$ cat src/rtl/au_pkg.sv
// Shared definitions for the calculator AU: opcodes, sequencer states and
// the bit positions of the {C,V,Z,N} flag vector.
package au_pkg;

    typedef enum logic [1:0] {
        OP_ADD = 2'b00,
        OP_SUB = 2'b01,
        OP_MUL = 2'b10,
        OP_NEG = 2'b11
    } op_e;

    typedef enum logic [1:0] {
        S_IDLE = 2'b00,
        S_EXEC = 2'b01,
        S_MUL  = 2'b10,
        S_DONE = 2'b11
    } state_e;

    localparam int F_C = 3;
    localparam int F_V = 2;
    localparam int F_Z = 1;
    localparam int F_N = 0;

endpackage

$ cat src/rtl/au_sequencer_if.sv
// Operand/opcode request and result/flags response handshakes of the AU
// sequencer. The master side issues operations and consumes results.
interface au_sequencer_if #(parameter int W = 8);

    logic           in_valid;
    logic           in_ready;
    logic [1:0]     op;
    logic [W-1:0]   opa;
    logic [W-1:0]   opb;
    logic           out_valid;
    logic           out_ready;
    logic [2*W-1:0] result;
    logic [3:0]     flags;

    modport master (
        output in_valid, op, opa, opb, out_ready,
        input  in_ready, out_valid, result, flags
    );

    modport slave (
        input  in_valid, op, opa, opb, out_ready,
        output in_ready, out_valid, result, flags
    );

endinterface

$ cat src/rtl/au_sequencer.sv
// Control stage in front of the AU adder: one-cycle ADD/SUB/NEG and an
// eight-iteration unsigned shift-and-add multiply, with valid/ready on both sides.
module au_sequencer
    import au_pkg::*;
#(
    parameter int W = 8
) (
    input  logic                 clk,
    input  logic                 rst_n,
    au_sequencer_if.slave        bus,
    output logic [W-1:0]         add_a,
    output logic [W-1:0]         add_b,
    output logic                 add_sub,
    input  logic [W-1:0]         add_s,
    input  logic                 add_cout,
    input  logic                 add_ovr,
    input  logic                 add_zero,
    input  logic                 add_neg
);

    state_e         state_q, state_d;
    op_e            op_q, op_d;
    logic [W-1:0]   a_q, a_d;
    logic [W-1:0]   b_q, b_d;
    logic [W-1:0]   hi_q, hi_d;
    logic [W-1:0]   lo_q, lo_d;
    logic [2:0]     cnt_q, cnt_d;
    logic [2*W-1:0] result_q, result_d;
    logic [3:0]     flags_q, flags_d;
    logic           out_valid_q, out_valid_d;
    logic           in_ready_q, in_ready_d;
    logic [2*W-1:0] prod_nxt;

    // One multiply step: shift {carry, partial sum, multiplier} right by one.
    always_comb begin
        if (lo_q[0]) prod_nxt = {add_cout, add_s, lo_q[W-1:1]};
        else         prod_nxt = {1'b0, hi_q, lo_q[W-1:1]};
    end

    always_comb begin
        add_a   = '0;
        add_b   = '0;
        add_sub = 1'b0;
        case (state_q)
            S_EXEC: begin
                case (op_q)
                    OP_ADD:  begin add_a = a_q; add_b = b_q; add_sub = 1'b0; end
                    OP_SUB:  begin add_a = a_q; add_b = b_q; add_sub = 1'b1; end
                    OP_NEG:  begin add_a = '0;  add_b = b_q; add_sub = 1'b1; end
                    default: ;
                endcase
            end
            S_MUL: begin
                add_a = hi_q;
                add_b = a_q;
            end
            default: ;
        endcase
    end

    always_comb begin
        state_d     = state_q;
        op_d        = op_q;
        a_d         = a_q;
        b_d         = b_q;
        hi_d        = hi_q;
        lo_d        = lo_q;
        cnt_d       = cnt_q;
        result_d    = result_q;
        flags_d     = flags_q;
        out_valid_d = out_valid_q;
        in_ready_d  = in_ready_q;
        case (state_q)
            S_IDLE: begin
                if (bus.in_valid) begin
                    op_d       = op_e'(bus.op);
                    a_d        = bus.opa;
                    b_d        = bus.opb;
                    in_ready_d = 1'b0;
                    if (op_e'(bus.op) == OP_MUL) begin
                        state_d = S_MUL;
                        cnt_d   = '0;
                        hi_d    = '0;
                        lo_d    = bus.opb;
                    end else begin
                        state_d = S_EXEC;
                    end
                end
            end
            S_EXEC: begin
                result_d       = {{W{1'b0}}, add_s};
                flags_d[F_C]   = add_cout;
                flags_d[F_V]   = add_ovr;
                flags_d[F_Z]   = add_zero;
                flags_d[F_N]   = add_neg;
                out_valid_d    = 1'b1;
                state_d        = S_DONE;
            end
            S_MUL: begin
                {hi_d, lo_d} = prod_nxt;
                cnt_d        = cnt_q + 3'd1;
                if (cnt_q == 3'd7) begin
                    result_d     = prod_nxt;
                    flags_d      = '0;
                    flags_d[F_C] = |prod_nxt[2*W-1:W];
                    flags_d[F_Z] = (prod_nxt == '0);
                    out_valid_d  = 1'b1;
                    state_d      = S_DONE;
                end
            end
            S_DONE: begin
                if (bus.out_ready) begin
                    out_valid_d = 1'b0;
                    in_ready_d  = 1'b1;
                    state_d     = S_IDLE;
                end
            end
            default: state_d = S_IDLE;
        endcase
    end

    // NOTE: sequential state uses non-blocking assignments so every flop
    // samples the pre-edge values regardless of statement order.
    // NOTE: these are plain registers, not a memory array, so all of them
    // take the asynchronous reset and an aborted operation leaves no trace.
    always_ff @(posedge clk or negedge rst_n) begin
        if (!rst_n) begin
            state_q     <= S_IDLE;
            op_q        <= OP_ADD;
            a_q         <= '0;
            b_q         <= '0;
            hi_q        <= '0;
            lo_q        <= '0;
            cnt_q       <= '0;
            result_q    <= '0;
            flags_q     <= '0;
            out_valid_q <= 1'b0;
            in_ready_q  <= 1'b1;
        end else begin
            state_q     <= state_d;
            op_q        <= op_d;
            a_q         <= a_d;
            b_q         <= b_d;
            hi_q        <= hi_d;
            lo_q        <= lo_d;
            cnt_q       <= cnt_d;
            result_q    <= result_d;
            flags_q     <= flags_d;
            out_valid_q <= out_valid_d;
            in_ready_q  <= in_ready_d;
        end
    end

    assign bus.in_ready  = in_ready_q;
    assign bus.out_valid = out_valid_q;
    assign bus.result    = result_q;
    assign bus.flags     = flags_q;

endmodule

$ cat src/flat_wrapper.sv
// flat-port wrapper written by rule: the top's interface ports become plain ports
module au_sequencer_flat import au_pkg::*;
#(
    parameter int W = 8
)
  (clk, rst_n, add_a, add_b, add_sub, add_s, add_cout, add_ovr, add_zero, add_neg, bus_in_valid, bus_op, bus_opa, bus_opb, bus_out_ready, bus_in_ready, bus_out_valid, bus_result, bus_flags);
  au_sequencer_if #(.W(W)) bus_i ();
  input  logic clk;
  input  logic rst_n;
  output logic [W-1:0] add_a;
  output logic [W-1:0] add_b;
  output logic add_sub;
  input  logic [W-1:0] add_s;
  input  logic add_cout;
  input  logic add_ovr;
  input  logic add_zero;
  input  logic add_neg;
  input wire logic [$bits(bus_i.in_valid)-1:0] bus_in_valid;
  input wire logic [$bits(bus_i.op)-1:0] bus_op;
  input wire logic [$bits(bus_i.opa)-1:0] bus_opa;
  input wire logic [$bits(bus_i.opb)-1:0] bus_opb;
  input wire logic [$bits(bus_i.out_ready)-1:0] bus_out_ready;
  output wire logic [$bits(bus_i.in_ready)-1:0] bus_in_ready;
  output wire logic [$bits(bus_i.out_valid)-1:0] bus_out_valid;
  output wire logic [$bits(bus_i.result)-1:0] bus_result;
  output wire logic [$bits(bus_i.flags)-1:0] bus_flags;
  assign bus_i.in_valid = bus_in_valid;
  assign bus_i.op = bus_op;
  assign bus_i.opa = bus_opa;
  assign bus_i.opb = bus_opb;
  assign bus_i.out_ready = bus_out_ready;
  assign bus_in_ready = bus_i.in_ready;
  assign bus_out_valid = bus_i.out_valid;
  assign bus_result = bus_i.result;
  assign bus_flags = bus_i.flags;
  au_sequencer #(.W(W)) u_core (.clk(clk), .rst_n(rst_n), .bus(bus_i), .add_a(add_a), .add_b(add_b), .add_sub(add_sub), .add_s(add_s), .add_cout(add_cout), .add_ovr(add_ovr), .add_zero(add_zero), .add_neg(add_neg));
endmodule
$ cat config.mk
export PLATFORM = sky130hd
export DESIGN_NAME = au_sequencer_flat
export DESIGN_NICKNAME = d
export VERILOG_FILES = /design/src/rtl/au_pkg.sv /design/src/rtl/au_sequencer_if.sv /design/src/rtl/au_sequencer.sv /design/src/flat_wrapper.sv
export SDC_FILE = /design/constraint.sdc
export NUM_CORES = 1
export LEC_CHECK = 0
export BUFFER_PORTS_ARGS = -buffer_cell sky130_fd_sc_hd__buf_2
export CORE_MARGIN = 2
export CORE_UTILIZATION = 48
export DETAILED_ROUTE_END_ITERATION = 6
export PLACE_DENSITY = 0.81
export SYNTH_ARGS = -nofsm -noshare
export SYNTH_HDL_FRONTEND = slang
export SYNTH_SLANG_ARGS = --single-unit
$ cat constraint.sdc
create_clock -name clk -period 1.7 [get_ports clk]
set_input_delay 0.085 -clock clk [delete_from_list [all_inputs] [get_ports clk]]
set_output_delay 0.085 -clock clk [all_outputs]
set_load 0.005 [all_outputs]
Word level (Yosys, flattened, before mapping)

Index checks and enable logic that the tools add are counted.

Register bits: 61
Bits of input ports: 34
Output and inout bits: 39

Add/sub/neg operators: 1
Equality and inequality tests: 11
Multiplexer cells: 31
Reduce and logical (&&, ||, !) cells: 17

Operator list:

| cell                | number |
|---|---|
| $pmux 8 s2          | 4 |
| $mux 8              | 6 |
| $mux 16             | 2 |
| $pmux 16 s2         | 1 |
| $logic_not 16->1    | 1 |
| $reduce_and 3->1    | 4 |
| $eq 2x2->1 const B  | 4 |
| $mux 2              | 4 |
| $pmux 2 s4          | 1 |
| $pmux 4 s2          | 1 |
| $reduce_or 8->1     | 1 |
| $mux 1              | 6 |
| $mux 3              | 2 |
| $pmux 3 s2          | 1 |
| $reduce_bool 2->1   | 3 |
| $eq 2x1->1 const B  | 2 |
| $logic_not 2->1     | 2 |
| $mux 4              | 1 |
| $ne 2x1->1 const B  | 2 |
| $ne 2x2->1 const B  | 2 |
| $reduce_and 2->1    | 2 |
| $reduce_or 2->1     | 2 |
| $add 3x1->3 const B | 1 |
| $eq 3x3->1 const B  | 1 |
| other kinds (4)     | 4 |

Depth between registers and ports, before layout

Gate-level depths: netlist of the first run.

Depth in word-level cells: 4
Gate-level depth with buffers: 9

Worst setup path before layout of the first run

OpenSTA, ideal clock, no wires.

Path kind: reg2reg
From: register u_core.state_q[0]
To: register u_core.state_q[1]
Library setup time: 0.125 ns
Data arrival time: 1.557 ns
Required time: 1.575 ns
Setup slack: 0.019 ns
Stages on the path, launching flop included: 8
Path buffers: 1
Clock period less this slack: 1.681 ns
Path through: dfrtp_1 -> inv_1 -> ha_1 -> buf_2 -> inv_2 -> nor2_2 -> a221oi_2 -> mux2_2

Word-level cells in the longest chain between the ends: 3
Elaborated cells between the ends (all ways): 9
Those cells by class: eq/ne (6); mux (1); reduce/logical (2)

RTL lines:

| element                                                          | RTL line            | source |
|---|---|---|
| from (decl)                                                      | au_sequencer.sv:21  | `state_e state_q, state_d;` |
| from (signal assigned)                                           | au_sequencer.sv:140 | `state_q <= state_d;` |
| $eq 2x2->1 / $logic_not 2->1 (equally long branches)             | au_sequencer.sv:73  | `case (state_q)` |
| $ne 2x1->1 (no source line) / $ne 2x2->1 (equally long branches) | -                   |  |
| $reduce_and 3->1 (no source line)                                | -                   |  |

Parallel ways exist; a longest one is shown, timed or not.
A chain may end at the register's enable or synchronous reset.

Final worst setup path of the first run

From: register u_core.state_q[1]
To: output add_b[4]

Word-level cells in the longest chain between the ends: 2
Elaborated cells between the ends (all ways): 3
Those cells by class: eq/ne (2); mux (1)

RTL lines:

| element                                         | RTL line           | source |
|---|---|---|
| $eq 2x2->1 / $eq 2x1->1 (equally long branches) | au_sequencer.sv:44 | `case (state_q)` |
| $pmux 8 s2 (*)                                  | au_sequencer.sv:44 |  |
| to (decl)                                       | flat_wrapper.sv:11 | `output logic [W-1:0] add_b;` |

Every way passes the cells marked *; elsewhere a longest branch is shown, timed or not.

==> flow_summary.ini, run 1 <==
[run_status]
status = complete, but fails checks
violations = setup timing

[sta]
worst_pin_slew_ns = 0.507
finClkSkew_ns = 0.00870
slew_violations = 0
max_slew_margin_pct = 66.2
fin_crit_ns = 1.80
setup_tns_ns = -1.21
report.final.setup_viol = 26
setup_slack_ns = -0.101
fin_crit_sh_pct = 106
hold_viol_final = 0
rsz0062_at_grt = yes
fmax_ghz = 0.555

[yosys]
ys_seq_elements = 61
synthTopCellsByArea = dfrtp_1 48%, mux2_2 8.7%, mux2i_1 6.4%
ys_seq_area_share_pct = 49.0
synth-async-reset-ratio_pct = 100
syn_area_um2 = 3120
postSynthNetCount = 333
ys_types = 39
yosys.area.top_type = dfrtp_1
syn_avg_cell_area_um2 = 10.7
netlist.area_leader.share_pct = 48.1
netlist_instances = 292
ys.flop_type = dfrtp_1
synth_edf_count = 0
ys_warn_count = 0

[clock_tree]
clockRootBuffer = clkbuf_8
cts_tree = yes
cts_max_level = 3
clk_pin_slew_ns = 0.07
cts_buffers = 9
clk_latency_ns = 0.34
cts.sinks = 61
clockBufferDepth = 2

[setup_path]
crit_chain = buf_4, ha_4, buf_12, clkbuf_16, a22oi_2, nor2_1, buf_2
cp_top_family = buffers and inverters
cp_max_fo = 6
arrival_ns = 1.72
worstSetupEndpointType = output port
max_stage_delay_ns = 0.39
required_ns = 1.62
critPathKind = register to output port
crit_path_start_kind = register
worst-path-buf-inv = 4
cpMaxStageDelayCell = dfrtp_1

[placement]
hpwl_um = 5390
portBuffers = 72
post-place-cells = 436
gp_congestion = 0.823
placed_area_um2 = 3600
pre_cts_slack_ns = -0.0335

[layout]
nNetsFinal = 439
layout-drive-gt1-share_pct = 45.5
fin_util_pct = 68.4
stdcell_count = 479
fill_cells = 451
antenna_cells = 0
postLayoutCellArea_um2 = 4320
area_growth_pct = 38.4

[power]
p_clk_share_pct = 16.6
p_switching_mw = 3.36
internal-power_mw = 5.24
p_leak_nw = 2.03
switching_share_pct = 39.1
seqPwrFrac_pct = 32.4
share_comb_of_total_power_pct = 51.1
ir_drop_mv = 1.83
power_density_nw_per_um2 = 1990

[global_route]
gr-total-overflow = 0
grt_pass1_vias = 2612
grt.total_usage_pct = 22.8
grt_pass1_wl_um = 12800
antenna_found_initial = 0
grt_max_degree = 62

[floorplan]
core_area_um2 = 6310
start_util_pct = 49.4
num_rows = 29
chipHeight_um = 84.6
io_pins = 73
fp.dieW_um = 84.6
dieArea_um2 = 7160

[routing]
dr.pass1.iters = 4
drt_iter0_markers = 157
final_antenna_net_count = 0
routed_wl_um = 8610
wl_per_cell_um = 18.0
drcViolationCount = 0
vias = 2699
routed_via_density = 5.63

[run]
maxCapViolCount = 0

[worst_hold_path]
hold_class = input port to register
[what timing repair did]
action,in CTS,in global routing
hold buffers,11,0
gates resized for setup,12,39
hold endpoints to repair,70,0
pin swaps,12,13
gates cloned,0,5
endpoints found under the setup margin,26,72
buffers inserted,2,11
[final timing paths]
kind,startpoint,to,slack [ns],cells past startpoint
min in group asynchronous,rst_n,u_core.a_q[6],0.27,3
setup reg to reg,u_core.state_q[0],u_core.bus.result[10],-0.06,6
hold / removal,bus_opb[5],u_core.b_q[5],0.01,2
hold reg to reg,u_core.bus.result[0],u_core.bus.result[0],0.48,2
max in group asynchronous,rst_n,u_core.bus.in_ready,1.13,3
setup / recovery,u_core.state_q[1],add_b[4],-0.10,7
[registers in the layout, summed over array words and instances (netlist names)]
register and flops:
u_core.a_q 8, u_core.cnt_q 3, u_core.state_q 2, u_core.lo_q 8
u_core.hi_q 8, u_core.bus.in_ready 1, u_core.bus.out_valid 1, u_core.op_q 2
u_core.bus.flags 4, u_core.bus.result 16, u_core.b_q 8
[metrics by stage]
step / total power, mW / hold WS [ns]
global placement: 5.88 / 0.116
detailed placement: 6.01 / 0.118
global route: 9.13 / 0.00717
floorplan: 4.89 / -0.211
finish: 8.59 / 0.0106
CTS: 7.61 / 0.000764
[cell usage after synthesis (2+ instances only)]
| master | instances |
|---|---|
| nor2_1 | 18 |
| inv_1 | 5 |
| mux2_2 | 24 |
| dfrtp_1 | 60 |
| nor4_1 | 5 |
| buf_2 | 13 |
| ha_1 | 7 |
| a32o_1 | 4 |
| nand3_1 | 8 |
| o21ai_0 | 28 |
| a21oi_1 | 4 |
| clkbuf_1 | 2 |
| o31ai_1 | 3 |
| buf_6 | 4 |
| a22oi_1 | 10 |
| mux2i_1 | 20 |
| mux2_1 | 2 |
| nand2_1 | 47 |
| a22oi_2 | 8 |
[worst register-to-register path: cells and delay by family (launching register included)]
family	cells	cell delay (ns)
flops	1	0.43
fa+ha+maj	1	0.20
buf+inv	3	0.52
mux	1	0.43
compound gates	1	0.13
[power groups by stage]
stage                     sequential, mW  clock [mW]  combinational (mW)
after global routing                2.85        1.49                4.79
after detailed placement            2.73           0                3.28
after floorplan                     2.53           0                2.36
after global placement              2.70           0                3.18
final                               2.78        1.42                4.39
after CTS                           2.71        1.43                3.47
[cells in the final DEF (no fill, tap or decap), types with 11 or more instances in the layout]
cell           netlist  routed
buf_2               13      72
nor2_1              18      12
nand2_1             47      45
o21ai_0             28      18
mux2_2              24      24
dfrtp_1             60      60
dlygate4sd3_1        0      11
buf_4                0      16
a22oi_2              8      15
mux2i_1             20      20
[metal layers]
| metal | vias up | share of wire, % | GRT usage, % |
|---|---|---|---|
| li1 | 1251 | - | - |
| met1 | 1322 | 43 | 31.8 |
| met2 | 111 | 49 | 35.5 |
| met3 | 15 | 5.5 | 3.24 |
| met4 | 0 | 2.0 | 10.5 |
| met5 | - | 0 | 0 |
[cell type report]
| cell class | count | area, um^2 | share of cell area (%) |
|---|---|---|---|
| flip-flops and latches | 61 | 1530 | 35.4 |
| well taps | 77 | 96.3 | 2.23 |
| clock buffers | 10 | 138 | 3.19 |
| multi-input cells | 205 | 1580 | 36.7 |
| repair buffers | 114 | 871 | 20.2 |
| clock inverters | 5 | 75.1 | 1.74 |
| inverters | 7 | 26.3 | 0.609 |
[kinds of logic (layout without fill, tap and decap cells)]
logic type	after synthesis	count (layout)	synth area share, %
mux	47	47	16.5
flops	61	61	49.0
compound gates	64	64	14.9
fa+ha+maj	7	7	2.81
buf+inv	26	136	4.61
simple gates	87	87	12.2
No activity file was read; power rests on OpenSTA's default activity.
==> inputs of run 2 (changes only) <==
==> constraint.sdc (replaced) <==
create_clock -name clk -period 1.7 [get_ports clk]
set_input_delay 0.17 -clock clk [delete_from_list [all_inputs] [get_ports clk]]
set_output_delay 0.17 -clock clk [all_outputs]
set_load 0.005 [all_outputs]
==> run 2 against run 1 <==
Compared with the run above: first-iteration DRC count is 73% higher; the flow still finishes with violations (setup timing); largest cell class unchanged; combinational power is 11% higher; largest power group unchanged; critical endpoint unchanged; sequential power hardly changed; sequential share of layout area is 0.11 points lower.
==> flow_summary.ini, run 2 (synthesized netlist as in run 1, its figures left out) <==
[setup_path]
crit_path_start_kind = register
cp_top_family = simple AND/OR/NAND/NOR gates
worstSetupEndpointType = output port
r2r_end = u_core.bus.flags[1]
max_stage_delay_ns = 0.39
r2r-start = u_core.state_q[1]
cp_max_fo = 8
r2r_slack_ns = -0.09
required_ns = 1.53
crit_cells = 7
worst-path-buf-inv = 2
crit_chain = inv_2, ha_4, nor2b_4, or2_4, a22oi_2, nor2_1, buf_2
r2r_cells = 8
setup.worst_path.end = add_b[4]
arrival_ns = 1.77
cpMaxStageDelayCell = dfrtp_1
worstSetupStartpoint = u_core.state_q[1]
critPathKind = register to output port

[clock_tree]
clockRootBuffer = clkbuf_8
clockBufferDepth = 2
cts_max_level = 3
clk_latency_ns = 0.35
cts.sinks = 61
cts_tree = yes
clk_pin_slew_ns = 0.08
cts_buffers = 9

[sta]
setup_slack_ns = -0.242
worst_hold_slack_ns = 0.0352
max_slew_margin_pct = 64.2
finClkSkew_ns = 0.0114
fin_crit_ns = 1.94
rsz0062_at_grt = yes
worst_pin_slew_ns = 0.537
fmax_ghz = 0.515
fin_crit_sh_pct = 114
report.final.setup_viol = 29
hold_viol_final = 0
slew_violations = 0

[routing]
wl_per_cell_um = 19.3
routed_wl_um = 9220
final_antenna_net_count = 0
routed_via_density = 5.86
dr.pass1.iters = 5
drt_iter0_markers = 272
drcViolationCount = 0
vias = 2809

[layout]
antenna_cells = 0
nNetsFinal = 438
layout-drive-gt1-share_pct = 48.5
postLayoutCellArea_um2 = 4330
fin_util_pct = 68.6
final_cell_mix = 72 x buf_2, 60 x dfrtp_1, 45 x nand2_1
area_growth_pct = 38.8
register_area_um2 = 1530
multi_input_area_um2 = 1600
layout_commonest_cell = buf_2
largest_register_ffs = 16
stdcell_count = 479
fill_cells = 456

[global_route]
gr-total-overflow = 0
grt.total_usage_pct = 24.9
grt_pass1_vias = 2636
antenna_found_initial = 0
grt_pass1_wl_um = 13700
grt_max_degree = 62

[worst_hold_path]
hold_class = input port to register
min_delay_path_depth = 2

[floorplan]
dieArea_um2 = 7160
io_pins = 73
fp.dieW_um = 84.6
core_area_um2 = 6310
start_util_pct = 49.4
chipHeight_um = 84.6
num_rows = 29

[power]
internal-power_mw = 5.48
p_total_mw = 9.06
p_switching_mw = 3.58
power_density_nw_per_um2 = 2090
share_comb_of_total_power_pct = 53.7
switching_share_pct = 39.5
seqPwrFrac_pct = 30.8
p_leak_nw = 2.05
ir_drop_mv = 1.43
p_clk_share_pct = 15.6

[placement]
portBuffers = 72
placed_area_um2 = 3600
post-place-cells = 439
hpwl_um = 5520
gp_congestion = 0.826

[run_status]
status = complete, but fails checks
violations = setup timing

[run]
maxCapViolCount = 0
-- run 2: cell types whose count changed in the layout (fill, tap and decap cells not counted), moves of 2 or more --
cell / previous run / this run
buf_12: 6 / 8
buf_4: 16 / 21
buf_6: 4 / 8
clkbuf_16: 4 / 2
clkbuf_8: 10 / 12
clkinv_2: 3 / 1
dlygate4sd3_1: 11 / 1
inv_2: 4 / 2
nor2_2: 7 / 3
nor2_4: 0 / 4
o21ai_1: 9 / 7
o21ai_2: 1 / 3
-- run 2: worst min-delay path by stage --
stage,from,endpoint,slack (ns)
after floorplan,rst_n,u_core.a_q[0],-0.13
after global placement,rst_n,u_core.state_q[0],0.20
after detailed placement,rst_n,u_core.state_q[1],0.20
after CTS,bus_opa[7],u_core.a_q[7],0.03
after global routing,bus_opa[7],u_core.a_q[7],0.03
final,bus_opa[7],u_core.a_q[7],0.04
-- run 2: worst register-to-register path, cell delays in order, from the launching register on --
cell and delay, ns:
dfrtp_1 0.41, buf_4 0.17, ha_4 0.19, buf_6 0.14
mux2i_4 0.19, buf_12 0.15, nor4_2 0.13, nand3_1 0.17
o21ai_2 0.16
-- run 2: final cells by class --
cell class                 instances  area share (%)
timing repair buffer             113            19.9
inverter                           7           0.780
tap                               77            2.22
clock inverter                     3           0.982
sequential                        61            35.3
clock buffer                      13            3.90
multi-input combinational        205            37.0
-- run 2: repair_timing --
item | 4_1_cts | 5_1_grt
hold endpoints to repair | 60 | 0
hold buffers | 1 | 0
gates cloned | 2 | 2
setup buffers | 10 | 9
pin swaps | 23 | 10
endpoints found under the setup margin | 31 | 62
gates resized for setup | 39 | 31
-- run 2: through the flow --
| step | setup TNS [ns] | setup WS, ns |
|---|---|---|
| floorplan | 0 | 0.00906 |
| global placement | 0 | 0.00981 |
| detailed placement | -0.729 | -0.0874 |
| CTS | -2.09 | -0.202 |
| global route | -4.82 | -0.294 |
| finish | -3.38 | -0.242 |
-- run 2: routing by layer --
| metal | wire length, um | global-route usage (%) | vias to the layer above |
|---|---|---|---|
| met5 | 0 | 0 | - |
| met4 | 274 | 11.7 | 0 |
| met3 | 633 | 5.70 | 29 |
| met2 | 4610 | 38.4 | 153 |
| met1 | 3700 | 33.5 | 1377 |
| li1 | - | - | 1250 |
-- run 2: power groups by stage --
stage	clock (mW)	combinational [mW]	sequential [mW]
5_1_grt	1.49	5.19	2.86
3_5_place_dp	0	3.28	2.72
3_3_place_gp	0	3.15	2.69
6_report	1.41	4.86	2.79
2_1_floorplan	0	2.37	2.53
4_1_cts	1.40	4.10	2.73
==> inputs of run 3 (changes only) <==
--- a/config.mk
+++ b/config.mk
@@ -5,10 +5,11 @@
 export SDC_FILE = /design/constraint.sdc
 export NUM_CORES = 1
 export LEC_CHECK = 0
-export BUFFER_PORTS_ARGS = -buffer_cell sky130_fd_sc_hd__buf_2
+export BUFFER_PORTS_ARGS = -buffer_cell sky130_fd_sc_hd__buf_4
 export CORE_MARGIN = 2
 export CORE_UTILIZATION = 48
 export DETAILED_ROUTE_END_ITERATION = 6
+export MAX_ROUTING_LAYER = met4
 export PLACE_DENSITY = 0.81
 export SYNTH_ARGS = -nofsm -noshare
 export SYNTH_HDL_FRONTEND = slang
==> run 3 against run 2 <==
Compared with the run above: critical endpoint is now add_b[2]; clock power decreased by 12%; first-iteration DRC count increased by 2.9%; global-route usage increased by 1.4 points; sequential share of layout area decreased by 1.6 points; clock skew decreased by 0.0070 ns; the flow still finishes with violations (setup timing).
==> flow_summary.ini, run 3 (synthesized netlist as in run 1, its figures left out) <==
[run_status]
status = complete, but fails checks
violations = setup timing

[clock_tree]
clockBufferDepth = 2
clockRootBuffer = clkbuf_8
cts_buffers = 9
cts_max_level = 3
clk_latency_ns = 0.35
clk_pin_slew_ns = 0.07
cts.sinks = 61
cts_tree = yes

[routing]
drt_iter0_markers = 280
drcViolationCount = 0
dr.pass1.iters = 4
routed_via_density = 5.83
wl_per_cell_um = 20.1
final_antenna_net_count = 0
routed_wl_um = 9540
vias = 2764

[layout]
nNetsFinal = 434
antenna_cells = 0
largest_register_ffs = 16
final_cell_mix = 84 x buf_4, 60 x dfrtp_1, 45 x nand2_1
area_growth_pct = 45.4
layout_commonest_cell = buf_4
layout-drive-gt1-share_pct = 48.6

[sta]
max_slew_margin_pct = 63.1
setup_tns_ns = -5.11
setup_slack_ns = -0.238
fmax_ghz = 0.516
worst_pin_slew_ns = 0.553
finClkSkew_ns = 0.00438
rsz0062_at_grt = yes
slew_violations = 0
fin_crit_sh_pct = 114
hold_viol_final = 0
fin_crit_ns = 1.94
report.final.setup_viol = 34
worst_hold_slack_ns = 0.0317

[global_route]
grt.total_usage_pct = 26.4
use_met3_pct = 4.82
antenna_found_initial = 0
grt_pass1_wl_um = 14100
grt-busiest-layer = met2
gr-usage-met2_pct = 41.0
grt_pass1_vias = 2723
grt_max_degree = 36
gr-total-overflow = 0
grtUsageMet1_pct = 32.4

[setup_path]
arrival_ns = 1.77
cp_max_fo = 10
required_ns = 1.53
r2r_slack_ns = -0.24
crit_path_start_kind = register
critPathKind = register to output port
worstSetupEndpointType = output port

[power]
p_leak_nw = 2.05
ir_drop_mv = 1.84
power_density_nw_per_um2 = 2040

[run]
maxCapViolCount = 0

[worst_hold_path]
hold_class = input port to register

[floorplan]
core_area_um2 = 6310
dieArea_um2 = 7160
io_pins = 73
start_util_pct = 49.4
num_rows = 29
fp.dieW_um = 84.6
chipHeight_um = 84.6

[placement]
portBuffers = 72
hpwl_um = 5700
gp_congestion = 0.861
-- run 3: final cells by class --
type                    count  area [um^2]
well taps                  77         96.3
clock buffers              12          165
multi-input cells         205         1640
repair buffers            109         1050
inverters                   7         33.8
fillers                   435         1780
flip-flops and latches     61         1530
clock inverters             3         20.0
-- run 3: path summary, 6_finish.rpt --
check / from / endpoint / cells after the start
setup / recovery: u_core.state_q[1] / add_b[2] / 6
hold / removal: bus_opa[7] / u_core.a_q[7] / 2
setup reg to reg: u_core.state_q[1] / u_core.bus.flags[1] / 9
hold reg to reg: u_core.cnt_q[1] / u_core.cnt_q[1] / 2
max in group asynchronous: rst_n / u_core.bus.in_ready / 3
min in group asynchronous: rst_n / u_core.op_q[0] / 2
-- run 3: what timing repair did --
action	in CTS	in global routing
endpoints found under the hold margin	26	0
cloned	3	2
endpoints found under the setup margin	34	44
hold buffers	1	0
gates resized for setup	42	36
buffers inserted	5	9
pin swaps	18	17
-- run 3: routing by layer --
layer	part of all wire [%]	vias up
li1	-	1237
met3	5.9	35
met4	4.2	0
met5	0	-
met1	41	1383
met2	49	109
-- run 3: where the power goes --
group	internal, mW	total (mW)	switching (mW)
clock	0.638	1.24	0.604
combinational	2.80	5.21	2.41
sequential	2.10	2.79	0.692
total	5.53	9.24	3.71
-- run 3: worst max-delay path, stage by stage, from the launching register on --
cell,delay [ns]
dfrtp_1,0.40
buf_4,0.16
ha_4,0.21
bufbuf_16,0.30
a22oi_2,0.16
nor2_1,0.06
buf_4,0.13
-- run 3: per-stage QoR --
| step | setup WS (ns) | instance area (um^2) | power [mW] | util (%) | std cells |
|---|---|---|---|---|---|
| final | -0.238 | 4540 | 9.24 | 71.9 | 474 |
| after global routing | -0.283 | 4540 | 9.70 | 71.9 | 474 |
| after CTS | -0.212 | 4280 | 8.29 | 67.7 | 463 |
| after detailed placement | -0.0491 | 3800 | 6.25 | 60.1 | 439 |
| after global placement | 0.0189 | 3800 | 6.10 | 60.1 | 439 |
| after floorplan | 0.00906 | 3120 | 4.90 | - | 292 |
